## src/rtl/seq_restoring_divider.sv

```systemverilog
// Multi-cycle unsigned restoring divider: one quotient bit per clock via a WIDTH+1-bit
// trial subtraction whose sign bit selects restore or keep.
module seq_restoring_divider #(
  parameter int WIDTH = 32
) (
  input  logic             clk,
  input  logic             rst,
  input  logic             start,
  input  logic [WIDTH-1:0] dividend,
  input  logic [WIDTH-1:0] divisor,
  output logic             busy,
  output logic             done,
  output logic [WIDTH-1:0] quotient,
  output logic [WIDTH-1:0] remainder,
  output logic             div_by_zero
);

  localparam int CW = (WIDTH > 2) ? $clog2(WIDTH) : 1;
  localparam logic [WIDTH:0] ONE = {{WIDTH{1'b0}}, 1'b1};

  typedef enum logic [1:0] {IDLE, RUN, DONE} state_t;

  state_t           state;
  logic [WIDTH:0]   r;
  logic [WIDTH-1:0] q;
  logic [WIDTH-1:0] dsr;
  logic [CW-1:0]    cnt;
  logic             dz;

  logic [WIDTH:0]   sh;
  logic [WIDTH:0]   t;
  logic [WIDTH:0]   nr;
  logic [WIDTH-1:0] nq;

  // One iteration: shift next dividend bit into R, trial-subtract, restore if negative.
  always_comb begin
    sh = {r[WIDTH-1:0], q[WIDTH-1]};
    t  = sh + ~{1'b0, dsr} + ONE;
    nr = t;
    nq = {q[WIDTH-2:0], 1'b1};
    if (t[WIDTH]) begin
      nr = sh;
      nq = {q[WIDTH-2:0], 1'b0};
    end
  end

  always_ff @(posedge clk) begin
    if (rst) begin
      state       <= IDLE;
      busy        <= 1'b0;
      done        <= 1'b0;
      div_by_zero <= 1'b0;
      quotient    <= '0;
      remainder   <= '0;
      r           <= '0;
      q           <= '0;
      dsr         <= '0;
      cnt         <= '0;
      dz          <= 1'b0;
    end else begin
      done <= 1'b0;
      case (state)
        IDLE, DONE: begin
          state <= IDLE;
          if (start) begin
            // A zero divisor passes through RUN for one idle cycle so done lands one edge later.
            dsr         <= divisor;
            q           <= dividend;
            r           <= '0;
            cnt         <= '0;
            dz          <= (divisor == '0);
            busy        <= (divisor != '0);
            div_by_zero <= 1'b0;
            state       <= RUN;
          end
        end
        RUN: begin
          if (dz) begin
            state       <= DONE;
            done        <= 1'b1;
            quotient    <= '1;
            remainder   <= q;
            div_by_zero <= 1'b1;
          end else begin
            r   <= nr;
            q   <= nq;
            cnt <= cnt + 1'b1;
            if (cnt == CW'(WIDTH - 1)) begin
              state     <= DONE;
              busy      <= 1'b0;
              done      <= 1'b1;
              quotient  <= nq;
              remainder <= nr[WIDTH-1:0];
            end
          end
        end
        default: state <= IDLE;
      endcase
    end
  end

endmodule

```

## config.mk

```make
export PLATFORM = sky130hd
export DESIGN_NAME = seq_restoring_divider
export DESIGN_NICKNAME = d
export VERILOG_FILES = /design/src/rtl/seq_restoring_divider.sv
export SDC_FILE = /design/constraint.sdc
export NUM_CORES = 1
export LEC_CHECK = 0
export CAP_MARGIN = 10
export CORE_ASPECT_RATIO = 1.1
export CORE_UTILIZATION = 55
export DETAILED_ROUTE_END_ITERATION = 8
export DONT_BUFFER_PORTS = 1
export PLACE_DENSITY_LB_ADDON = 0.15
export SYNTH_ARGS = -nofsm -noshare
export SYNTH_HDL_FRONTEND = slang
export SYNTH_SLANG_ARGS = --single-unit
export TNS_END_PERCENT = 30
```

## constraint.sdc

```tcl
create_clock -name clk -period 4.6 [get_ports clk]
set_clock_uncertainty 0.15 [all_clocks]
set_input_delay 0.69 -clock clk [delete_from_list [all_inputs] [get_ports clk]]
set_output_delay 0.69 -clock clk [all_outputs]
set_load 0.01 [all_outputs]
```

==> results of run 1 <==
==> per-stage QoR <==
stage | cells | power [mW] | hold slack, ns
after global placement | 1261 | 3.24 | 0.286
after floorplan | 1136 | 2.92 | 0.286
after detailed placement | 1261 | 3.26 | 0.290
after CTS | 1293 | 4.72 | 0.156
final | 1293 | 4.72 | 0.162
after global routing | 1293 | 4.97 | 0.153
==> per-layer routing <==
metal | routed length (microns) | up-vias | global-route usage
met5 | 0 | - | 0
met4 | 871 | 0 | 0.136
met3 | 1590 | 54 | 0.0566
met2 | 12200 | 290 | 0.495
met1 | 10400 | 3874 | 0.375
li1 | - | 4012 | -
==> state kept, by name (all words and copies together), names as in the netlist, 2 cells and up <==
name       flops
state          2
r             32
cnt            5
remainder     32
dsr           32
quotient      32
q             32
==> synth_stat cells (3+ instances only) <==
cell type  instances  area share
clkbuf_1          78       0.032
or3_1              4      0.0028
o41ai_1           21       0.020
a21o_1            15       0.012
xor2_1             9      0.0087
o211a_1            3      0.0033
o21ai_0           50       0.028
dfxtp_1          171        0.38
mux2i_1            5      0.0055
nor4_1             9      0.0062
buf_1              4      0.0017
nor2_1            90       0.037
o41ai_2            3      0.0054
and3_1            11      0.0076
a211o_1            7      0.0068
nor3_2            14       0.016
a31oi_1            7      0.0048
nand2b_1           4      0.0028
inv_1             40       0.017
o221a_2           23       0.029
a311oi_1          35       0.034
o211ai_1           3      0.0025
nor2b_1           10      0.0069
buf_2              7      0.0039
nand4_1            8      0.0055
ha_1              34       0.047
nand2_1          187       0.078
o21a_1             4      0.0033
a311o_1            3      0.0033
nand3_1           38       0.021
a21oi_1          106       0.059
xnor2_1           18       0.017
nor3_1            41       0.023
a21boi_0           6      0.0050
a211oi_1          29       0.024
o21ai_1            3      0.0017
o31ai_1            3      0.0025
==> power by group <==
group / leakage [nW] / switching, mW / internal (mW)
logic: 2.04 / 0.986 / 0.581
clock network: 0.296 / 0.683 / 0.781
registers: 1.39 / 0.115 / 1.58
total: 3.73 / 1.78 / 2.94
==> cell families (layout without fill, tap and decap cells) <==
family	after synthesis	in the layout	synth area share
and+or+nand+nor	426	426	0.218
xor gates and xnor gates	27	27	0.0262
AOI/OAI and AO/OA	340	340	0.265
buffers and inverters	131	88	0.0562
muxes	6	6	0.00679
adders and majority gates	35	35	0.0493
DFF	171	171	0.379
==> final cells by class <==
cell class,count,share of cell area
inverters,41,0.0159
multi-input cells,834,0.530
repair buffers,15,0.0116
clock inverters,14,0.0182
clock buffers,18,0.0444
well taps,200,0.0259
flip-flops and latches,171,0.354
==> placed cells by master (no fill, tap or decap), types with 21 or more instances in the layout <==
cell type and instances:
nor2_1 89, o21ai_0 50, o221a_2 23, a21oi_1 106
nor3_1 41, o41ai_1 21, dfxtp_1 170, nand2_1 186
ha_1 34, inv_1 40, a311oi_1 35, a211oi_1 29
nand3_1 38
==> worst paths after layout <==
check                                                   to  cells after the start
worst min-delay path                   cnt[4]$_SDFFE_PP0P_                      1
worst max register to register  remainder[14]$_SDFFE_PP0P_                     14
worst min register to register        dsr[15]$_SDFFE_PP0P_                      2
worst max-delay path            remainder[14]$_SDFFE_PP0P_                     14
==> worst reg2reg max path: stages, from the launching register on <==
cell and delay, ns:
dfxtp_1 0.35, inv_1 0.07, ha_1 0.17, inv_1 0.06
fa_1 0.42, a211o_1 0.30, a211o_1 0.35, a21oi_4 0.19
a21oi_1 0.10, nand3b_4 0.21, o21a_1 0.43, nand2_1 0.33
buf_4 0.32, a211oi_1 0.13, o41ai_1 0.34
==> flow_metrics.env, run 1 <==
export IMPL_status="finished clean"
export IMPL_final_nets=1182
export IMPL_tightest_slew_ns=1.01
export IMPL_wl_per_cell_microns=19.4
export IMPL_tns_ns=0
export IMPL_synth_edf_count=0
export IMPL_post_route_util=0.610
export IMPL_first_global_vias=7655
export IMPL_hold_class="in -> reg"
export IMPL_drc_errors=0
export IMPL_power_leakage_nw=3.73
export IMPL_grt_overflow_total=0
export IMPL_ctsHoldBuffers=0
export IMPL_portBuffers=0
export IMPL_ys_seq_elements=171
export IMPL_hpwl_microns=17400
export IMPL_ant_nets=0
export IMPL_fillers=1457
export IMPL_area_delta_synth_final_pct=7.09
export IMPL_place_area_sq_um=9070
export IMPL_r2r_start="q[31]$_SDFFE_PP0P_"
export IMPL_die_y_microns=136
export IMPL_cpLargestDelayFamily="compound AO/OA/AOI/OAI gates"
export IMPL_gp_congestion=0.960
export IMPL_cp_max_fo=24
export IMPL_yosysSeqAreaShare=0.379
export IMPL_cts_repair_resized=0
export IMPL_slew_violations=0
export IMPL_grt_use_total=0.300
export IMPL_ctsLongestPathBuffers=2
export IMPL_pre_cts_slack_ns=0.654
export IMPL_finalSetupViolCount=0
export IMPL_start_util=0.570
export IMPL_avgSynthCellArea_sq_um=7.95
export IMPL_cp_arrival_ns=4.21
export IMPL_clock_latency_ns=0.44
export IMPL_rows=48
export IMPL_vdd_drop_max_mv=0.311
export IMPL_path_clk_slew_ns=0.07
export IMPL_worst_slack_ns=0.583
export IMPL_yosysWarningCount=0
export IMPL_synth_ff_type="dfxtp_1"
export IMPL_cts_max_level=4
export IMPL_worstHoldStart="rst"
export IMPL_mappedNetlistNets=1238
export IMPL_rsz0062_at_grt="no"
export IMPL_max_freq_mhz=249
export IMPL_insertedDiodeCount=0
export IMPL_dieArea_sq_um=16900
export IMPL_layout_drive_gt1_share=0.0942
export IMPL_cts_buffers_inserted=17
export IMPL_critPathBufInv=3
export IMPL_grt_start_max_net_pins=122
export IMPL_cap_violations=0
export IMPL_clkSinkCount=171
export IMPL_cts_setup_buffers=0
export IMPL_period_share=0.873
export IMPL_stdcell_area_sq_um=9670
export IMPL_grt_pass1_wl_microns=39200
export IMPL_synth_cell_type_count=65
export IMPL_initialDrtViolationCount=670
export IMPL_die_w_microns=124
export IMPL_slowest_delay_ns=0.43
export IMPL_fin_crit_ns=4.02
export IMPL_startpoint="q[31]$_SDFFE_PP0P_"
export IMPL_multi_input_area_sq_um=5130
export IMPL_async_flop_share=0
export IMPL_seq_area_sq_um=3420
export IMPL_io_pins=134
export IMPL_wl_microns=25000
export IMPL_syn_area_sq_um=9030
export IMPL_grt_antenna_before_repair=0
export IMPL_r2r_slack_ns=0.58
export IMPL_crit_chain="inv_1 -> ha_1 -> inv_1 -> fa_1 -> a211o_1 -> a211o_1 -> a21oi_4 -> a21oi_1 -> nand3b_4 -> o21a_1 -> nand2_1 -> buf_4 -> a211oi_1 -> o41ai_1"
export IMPL_slew_headroom=0.323
export IMPL_hold_violations=0
export IMPL_viasPerCell=6.37
export IMPL_critical_path_required_ns=4.79
export IMPL_start_kind="register"
export IMPL_cp_end_kind="register"
export IMPL_netlist_instances=1136
export IMPL_firstDrtPassIters=5
export IMPL_cts_root_buffer="clkbuf_16"
export IMPL_worstSetupPathType="reg -> reg"
export IMPL_cts_tree="built"
export IMPL_core_area_sq_um=15900
export IMPL_power_density_nw_per_um2=488
export IMPL_crit_slowest_cell="o21a_1"
export IMPL_routed_via_count=8230
Power figures use the tool's default switching activity.
==> run 2, diff against run 1 <==
--- a/config.mk
+++ b/config.mk
@@ -8,6 +8,7 @@
 export CAP_MARGIN = 10
 export CORE_ASPECT_RATIO = 1.1
 export CORE_UTILIZATION = 55
+export CTS_BUF_LIST = sky130_fd_sc_hd__clkbuf_16
 export DETAILED_ROUTE_END_ITERATION = 8
 export DONT_BUFFER_PORTS = 1
 export PLACE_DENSITY_LB_ADDON = 0.15
==> run 2 against run 1 <==
Register-to-register slack worse by 0.02 ns; total power about the same; first-iteration DRC count down 0.60%; clock power hardly changed; non-clock buffer count is the same; critical path depth unchanged; cell area unchanged; worst setup slack got worse by 0.017 ns; critical path type unchanged.
==> flow_metrics.env, run 2 (same netlist as run 1, synthesis figures left out) <==
export IMPL_status="finished clean"
export IMPL_r2r_start="q[31]$_SDFFE_PP0P_"
export IMPL_dieArea_sq_um=16900
export IMPL_clkSinkCount=171
export IMPL_slew_violations=0
export IMPL_drc_errors=0
export IMPL_cts_repair_resized=0
export IMPL_fin_crit_ns=4.03
export IMPL_r2r_end="remainder[3]$_SDFFE_PP0P_"
export IMPL_grt_overflow_total=0
export IMPL_rows=48
export IMPL_start_util=0.570
export IMPL_cp_end_kind="register"
export IMPL_die_y_microns=136
export IMPL_hpwl_microns=17400
export IMPL_grt_use_total=0.300
export IMPL_cap_violations=0
export IMPL_start_kind="register"
export IMPL_final_nets=1182
export IMPL_tns_ns=0
export IMPL_tightest_slew_ns=1.00
export IMPL_grt_antenna_before_repair=0
export IMPL_r2r_slack_ns=0.57
export IMPL_fillers=1457
export IMPL_vdd_drop_max_mv=0.311
export IMPL_cp_arrival_ns=4.21
export IMPL_core_area_sq_um=15900
export IMPL_finalPower_mw=4.72
export IMPL_insertedDiodeCount=0
export IMPL_max_freq_mhz=248
export IMPL_hold_class="in -> reg"
export IMPL_grt_busiest_layer="met2"
export IMPL_cts_tree="built"
export IMPL_min_to="cnt[4]$_SDFFE_PP0P_"
export IMPL_min_path_cells=1
export IMPL_rsz0062_at_grt="no"
export IMPL_reg2reg_depth=14
export IMPL_cts_setup_buffers=0
export IMPL_mostFrequentLayoutCell="nand2_1"
export IMPL_io_pins=134
export IMPL_ctsHoldBuffers=0
export IMPL_grt_start_max_net_pins=122
export IMPL_slew_headroom=0.332
export IMPL_wl_per_cell_microns=19.4
export IMPL_cts_buffers_inserted=17
export IMPL_final_cell_mix="186 x nand2_1, 170 x dfxtp_1, 106 x a21oi_1, 89 x nor2_1, 50 x o21ai_0"
export IMPL_initialDrtViolationCount=666
export IMPL_worstSetupPathType="reg -> reg"
export IMPL_area_delta_synth_final_pct=7.09
export IMPL_portBuffers=0
export IMPL_cts_max_level=4
export IMPL_gp_congestion=0.960
export IMPL_layout_drive_gt1_share=0.0942
export IMPL_met2_usage=0.495
export IMPL_viasPerCell=6.36
export IMPL_clock_latency_ns=0.44
export IMPL_firstDrtPassIters=5
export IMPL_hold_violations=0
export IMPL_cts_root_buffer="clkbuf_16"
export IMPL_ant_nets=0
export IMPL_worstHoldStart="rst"
export IMPL_power_leakage_nw=3.74
export IMPL_cp_max_fo=24
export IMPL_grt_pass1_wl_microns=39200
export IMPL_first_global_vias=7655
export IMPL_path_clk_slew_ns=0.07
export IMPL_die_w_microns=124
export IMPL_wl_microns=25000
export IMPL_routed_via_count=8221
export IMPL_use_met3=0.0566
export IMPL_ctsLongestPathBuffers=2
export IMPL_power_density_nw_per_um2=488
export IMPL_finalSetupViolCount=0
export IMPL_period_share=0.877
export IMPL_grt_use_met1=0.375
export IMPL_critical_path_required_ns=4.78
[run 2: cell count changes in the layout (fill, tap and decap cells not counted)]
cell,change
clkbuf_1,-1
inv_1,+1
[run 2: how the worst max path moves through the flow]
stage | start | end | slack [ns]
after CTS | q[31]$_SDFFE_PP0P_ | remainder[14]$_SDFFE_PP0P_ | 0.62
after global routing | q[31]$_SDFFE_PP0P_ | remainder[8]$_SDFFE_PP0P_ | 0.30
after floorplan | q[31]$_SDFFE_PP0P_ | remainder[18]$_SDFFE_PP0P_ | 1.30
after global placement | q[31]$_SDFFE_PP0P_ | remainder[10]$_SDFFE_PP0P_ | 0.76
after detailed placement | q[31]$_SDFFE_PP0P_ | remainder[14]$_SDFFE_PP0P_ | 0.65
final | q[31]$_SDFFE_PP0P_ | remainder[3]$_SDFFE_PP0P_ | 0.57
[run 2: stage by stage]
step / hold WS, ns / setup WS, ns / cells / util / area, sq um
3_5_place_dp: 0.290 / 0.654 / 1261 / 0.572 / 9070
5_1_grt: 0.153 / 0.300 / 1293 / 0.610 / 9670
2_1_floorplan: 0.286 / 1.30 / 1136 / - / 9030
4_1_cts: 0.156 / 0.625 / 1293 / 0.610 / 9670
3_3_place_gp: 0.286 / 0.760 / 1261 / 0.572 / 9070
6_report: 0.161 / 0.566 / 1293 / 0.610 / 9670
[run 2: critical path, cell delays in order (launching register included)]
cell	delay [ns]
dfxtp_1	0.35
inv_1	0.07
ha_1	0.17
inv_1	0.06
fa_1	0.42
a211o_1	0.30
a211o_1	0.35
a21oi_4	0.19
a21oi_1	0.10
nand3b_4	0.21
o21a_1	0.43
nand2_1	0.33
buf_4	0.33
a211oi_1	0.12
o41ai_1	0.33
[run 2: layout make-up]
type,instances,area (sq um),area share
clock buffers,17,425,0.0440
multi-input cells,834,5130,0.530
flip-flops and latches,171,3420,0.354
inverters,41,154,0.0159
clock inverters,15,180,0.0186
well taps,200,250,0.0259
repair buffers,15,113,0.0116
[run 2: per-layer routing]
metal  share of wire  wire [microns]
met1            0.42           10500
met2            0.48           12100
met4           0.039             966
met5               0               0
met3           0.060            1510
[run 2: where the power goes]
group,internal (mW),switching [mW]
Clock,0.779,0.689
Combinational,0.581,0.985
Sequential,1.58,0.115
Total,2.94,1.79
